`src/rtl/fault_campaign_sequencer.sv`:
```
// fault_campaign_sequencer: steps a fault-injection campaign through every fault,
// running the pattern generator per fault and counting faults the analyzer detects.
module fault_campaign_sequencer #(
    parameter int ERR_BITS  = 10,
    parameter int ERR_TOTAL = 528,
    parameter int ORA_LAT   = 1,
    parameter int PAT_LIMIT = 65535,
    parameter int DROP      = 1
) (
    input  logic                clk,
    input  logic                rst,
    input  logic                START,
    input  logic                TPG_END,
    input  logic                ORA_RES,
    output logic                SYS_RESET,
    output logic                TPG_RESET,
    output logic                FIL_INC,
    output logic                BUSY,
    output logic                DONE,
    output logic                TIMEOUT,
    output logic [ERR_BITS-1:0] FAULT_IDX,
    output logic [ERR_BITS-1:0] ERR_COUNT
);
    typedef enum logic [2:0] {IDLE, INIT, ARM, RUN, DRAIN, EVAL, NEXT, FINISH} state_t;

    state_t              state_q, state_d;
    logic [ERR_BITS-1:0] idx_q, idx_d, cnt_q, cnt_d;
    logic [15:0]         pat_q, pat_d;
    logic [3:0]          drn_q, drn_d;
    logic                to_q, to_d, det_q, det_d;
    logic                sys_reset_q, sys_reset_d, tpg_reset_q, tpg_reset_d;
    logic                fil_inc_q, fil_inc_d, busy_q, busy_d, done_q, done_d;

    always_comb begin
        state_d = state_q;
        idx_d   = idx_q;
        cnt_d   = cnt_q;
        pat_d   = pat_q;
        drn_d   = drn_q;
        to_d    = to_q;
        det_d   = det_q;
        case (state_q)
            IDLE, FINISH: if (START) begin
                state_d = INIT;
                idx_d   = '0;
                cnt_d   = '0;
                to_d    = 1'b0;
            end
            INIT: state_d = ARM;
            ARM: begin
                det_d   = 1'b0;
                pat_d   = '0;
                state_d = RUN;
            end
            RUN: begin
                pat_d = pat_q + 16'd1;
                drn_d = '0;
                if (ORA_RES) det_d = 1'b1;
                // detection outranks end-of-patterns, which outranks the watchdog
                if (ORA_RES && DROP != 0) state_d = EVAL;
                else if (TPG_END) state_d = (ORA_LAT == 0) ? EVAL : DRAIN;
                else if (pat_q == 16'(PAT_LIMIT - 1)) begin
                    to_d    = 1'b1;
                    state_d = (ORA_LAT == 0) ? EVAL : DRAIN;
                end
            end
            DRAIN: begin
                if (ORA_RES) det_d = 1'b1;
                drn_d = drn_q + 4'd1;
                if (drn_q == 4'(ORA_LAT - 1)) state_d = EVAL;
            end
            EVAL: begin
                if (det_q && cnt_q != '1) cnt_d = cnt_q + ERR_BITS'(1);
                state_d = (idx_q == ERR_BITS'(ERR_TOTAL - 1)) ? FINISH : NEXT;
            end
            NEXT: begin
                idx_d   = idx_q + ERR_BITS'(1);
                state_d = ARM;
            end
            default: state_d = IDLE;
        endcase
        sys_reset_d = state_d == INIT;
        tpg_reset_d = state_d != RUN;
        fil_inc_d   = state_d == NEXT;
        busy_d      = state_d != IDLE && state_d != FINISH;
        done_d      = state_d == FINISH;
    end

    always_ff @(posedge clk or negedge rst) begin
        if (!rst) begin
            state_q     <= IDLE;
            idx_q       <= '0;
            cnt_q       <= '0;
            pat_q       <= '0;
            drn_q       <= '0;
            to_q        <= 1'b0;
            det_q       <= 1'b0;
            sys_reset_q <= 1'b1;
            tpg_reset_q <= 1'b1;
            fil_inc_q   <= 1'b0;
            busy_q      <= 1'b0;
            done_q      <= 1'b0;
        end else begin
            state_q     <= state_d;
            idx_q       <= idx_d;
            cnt_q       <= cnt_d;
            pat_q       <= pat_d;
            drn_q       <= drn_d;
            to_q        <= to_d;
            det_q       <= det_d;
            sys_reset_q <= sys_reset_d;
            tpg_reset_q <= tpg_reset_d;
            fil_inc_q   <= fil_inc_d;
            busy_q      <= busy_d;
            done_q      <= done_d;
        end
    end

    assign SYS_RESET = sys_reset_q;
    assign TPG_RESET = tpg_reset_q;
    assign FIL_INC   = fil_inc_q;
    assign BUSY      = busy_q;
    assign DONE      = done_q;
    assign TIMEOUT   = to_q;
    assign FAULT_IDX = idx_q;
    assign ERR_COUNT = cnt_q;
endmodule

```
`config.mk`:
```
export PLATFORM = sky130hd
export DESIGN_NAME = fault_campaign_sequencer
export DESIGN_NICKNAME = d
export VERILOG_FILES = /design/src/rtl/fault_campaign_sequencer.sv
export SDC_FILE = /design/constraint.sdc
export NUM_CORES = 1
export LEC_CHECK = 0
export BUFFER_PORTS_ARGS = -buffer_cell sky130_fd_sc_hd__buf_4
export CAP_MARGIN = 20
export CORE_MARGIN = 8
export CORE_UTILIZATION = 47
export DETAILED_ROUTE_END_ITERATION = 10
export PLACE_DENSITY = 0.66
export SYNTH_ARGS = -nofsm -noshare
export SYNTH_HDL_FRONTEND = slang
export SYNTH_SLANG_ARGS = --single-unit
export TNS_END_PERCENT = 5
```
`constraint.sdc`:
```
create_clock -name clk -period 2.7 [get_ports clk]
set_clock_uncertainty 0.2 [all_clocks]
set_input_delay 0.135 -clock clk [delete_from_list [all_inputs] [get_ports clk]]
set_output_delay 0.135 -clock clk [all_outputs]
set_load 0.02 [all_outputs]
```
==> impl_results.md <==
* Worst-Skew Late Latency at 310 ps
* Antenna diode count at 0
* Slew of the pin with the lowest slew margin at about 630 ps
* Cell variety after synth at 56
* Post-synthesis compound-gate area fraction at approximately 16%
* First-pass GRT wire length at around 10 mm
* Initial antenna violation count at 0
* Min Tclk post-route at between 2000 and 2500 ps
* DR WL/cell at between 10 and 15 um
* Die H at around 90 um
* Tcrit/Tclk final at between 80% and 90%
* Clock slew at reported path FFs at about 100 ps
* H-tree Lvls at 2
* Core area at ~5800 um2
* Largest net degree at the start of global routing at between 50 and 60
* All-Layer GR Usage at between 10 and 15%
* Crit Path Max Fanout at 7
* Synthesized instance count at about 290
* Setup crit start kind: flip-flop
* Pre-CTS setup slack at between 400 and 500 ps
* Root buffer cell: clkbuf_8
* I/O Buffers at 30
* Ys Warns at 0
* Req. time, crit path at roughly 2700 ps
* Die W at roughly 90 um
* WL final at between 5 and 6 mm
* Syn avg cell area at between 9 and 10 um2
* Max Cap Viol at 0
* Synthesis-to-layout area growth at 14.8%
* Leak at 0.00144 uW
* Synth Net Count at roughly 300
* Final Instance Area at 3160 um2
* RSZ-0062 raised after global routing: false
* CTS sink cnt at 50
* WP data arrival at ~2300 ps
* CP Capture Type: flip-flop
* Final WS setup at 411 ps
* Post-synth ARST share at 100%
* Vias at 2209
* Post-route ant nets at 0
* CTS buffer count at 5
* Vias per cell at ~5.6
* Worst Hold Class: input pin to flip-flop
* Cell Pwr Density at ~840 nW/um2
* Achievable frequency at about 0.44 GHz
* Core Util, Final at between 50 and 60%
* Final Slew Violations at 0
* Drt drc at 0
* Mux cell area share after synthesis at ~4.5%
* Slew headroom at between 50 and 60%
* Std-Cell Rows at 28
* Fraction of layout cells with a size suffix above 1 at around a fifth
* Clk buf depth at 2
* DP Area at about 3000 um2
* Post-synthesis sequential area ratio at between 40% and 50%
* IR drop worst, VDD at ~0.43 mV
* Die area at roughly 8600 um2
* DRT iter0 DRCs at 94
* Yosys reg bits at 50
* Most used DFF post-synth: dfrtp_1
* Ports at 31
* Outcome: completed
* CTS tree: built
* Overflow after GRT at 0
* Setup tns final at 0 ps
* Largest family of logic cells by synthesized area: simple AND/OR/NAND/NOR gates
* Pre-Repair DR Iteration Count at 4
* Endpoints failing setup at 0
* Final-report hold violation count at 0
* HPWL after detailed placement at 4.11 mm
* Synth Area in XOR/XNOR at approximately 1.9%
* Vias in the first global route at roughly 2.1k
* # Post-CTS Setup Buffers at 0
* Total power at ~2700 uW
* Initial Util at between 40% and 50%
* RD Place Congestion at roughly 0.84
* Adder-Cell Fraction of Synth Area at between 2 and 3%
* Post-layout nets at 330
* Synth Area in Simple Gates at 25.5%
* Mapped Area at 2760 um2
* WS Path Type: flip-flop to flip-flop
* Post-synth EDFFs at 0
-- report_power, final --
| part | internal, uW | switching, uW |
|---|---|---|
| clock | 183 | 258 |
| sequential | 911 | 249 |
| combinational | 440 | 629 |
| total | 1530 | 1140 |
-- Yosys cell counts, types with 3 or more instances --
cell       n  share of area, %
dfrtp_1   48                44
nand4_1    5               1.1
or3_1      4              0.91
o21ai_1    9               1.6
nand3_1   19               3.5
nor3_1     9               1.6
clkbuf_1   5              0.68
ha_1       6               2.7
nand4_4    3               2.3
a21oi_1   14               2.5
o31ai_1    3              0.82
inv_1     12               1.6
o21ai_0   20               3.6
nand2_1   25               3.4
xnor2_1    6               1.9
mux2i_1   11               4.0
nor2_1    31               4.2
nor4_4     3               2.3
and3_1     4              0.91
-- final timing paths --
check                               end  slack, ps          from  cells past startpoint
min reg2reg                FAULT_IDX[9]        310  FAULT_IDX[9]                      1
max                                BUSY        410      pat_q[7]                      5
max reg2reg                        BUSY        410      pat_q[7]                      5
min in group asynchronous      pat_q[3]        190           rst                      2
max in group asynchronous  ERR_COUNT[9]       1690           rst                      2
min                          state_q[1]         20       TPG_END                      4
-- repair_timing --
action | CTS | global route
hold endpoints to repair | 50 | 0
gates resized for setup | 0 | 0
hold buffers | 3 | 0
-- state kept, by name, summed over array words and instances (netlist names), 3 cells and up --
| name | flops |
|---|---|
| FAULT_IDX | 10 |
| pat_q | 16 |
| ERR_COUNT | 10 |
| drn_q | 4 |
| state_q | 3 |
-- final cells by class --
cell class	count	area [um2]
Clock inverter	3	21.3
Multi-Input combinational cell	211	1390
Sequential cell	50	1250
Timing Repair Buffer	38	293
Clock buffer	5	68.8
Tap cell	75	93.8
Inverter	13	48.8
Fill cell	550	2620
-- placed cells by master (no fill, tap or decap), types with 3 or more instances in the layout --
cell type / count
nand4_1: 5
or3_1: 4
dfrtp_1: 48
nand2_1: 25
nor3_1: 9
nand4_4: 3
o21ai_1: 9
clkbuf_8: 5
ha_1: 6
mux2i_1: 11
dlygate4sd3_1: 3
o31ai_1: 3
xnor2_1: 6
buf_4: 35
inv_1: 12
nor2_1: 31
and3_1: 4
o21ai_0: 20
a21oi_1: 14
nand3_1: 19
nor4_4: 3
-- worst max-delay path, cell delays in order, from the launching register on --
cell and delay (ps):
dfrtp_1 480, nand4_4 170, or3_1 420, nor3_1 420, o21ai_0 200, mux2_4 300
-- per-layer routing --
metal | vias to the layer above | track usage [%] | routed length, um
li1 | 1102 | - | -
met5 | - | 0 | 0
met2 | 33 | 22.8 | 2750
met4 | 0 | 4.30 | 62
met3 | 6 | 3.32 | 182
met1 | 1068 | 18.5 | 2740
-- metrics by stage --
stage / hold WS [ps] / cells
floorplan: -361 / 285
global placement: 3.22 / 384
detailed placement: 0.483 / 384
CTS: 20.9 / 395
global route: 33.0 / 395
finish: 20.2 / 395
-- cells by family after synthesis --
family / Yosys count
AND/OR/NAND/NOR: 120
AO/OA/AOI/OAI: 67
flip-flops: 50
buffers and inverters: 24
multiplexers: 12
XOR/XNOR: 6
adder cells (fa/ha/maj): 6
No activity file was read; power rests on OpenSTA's default activity.
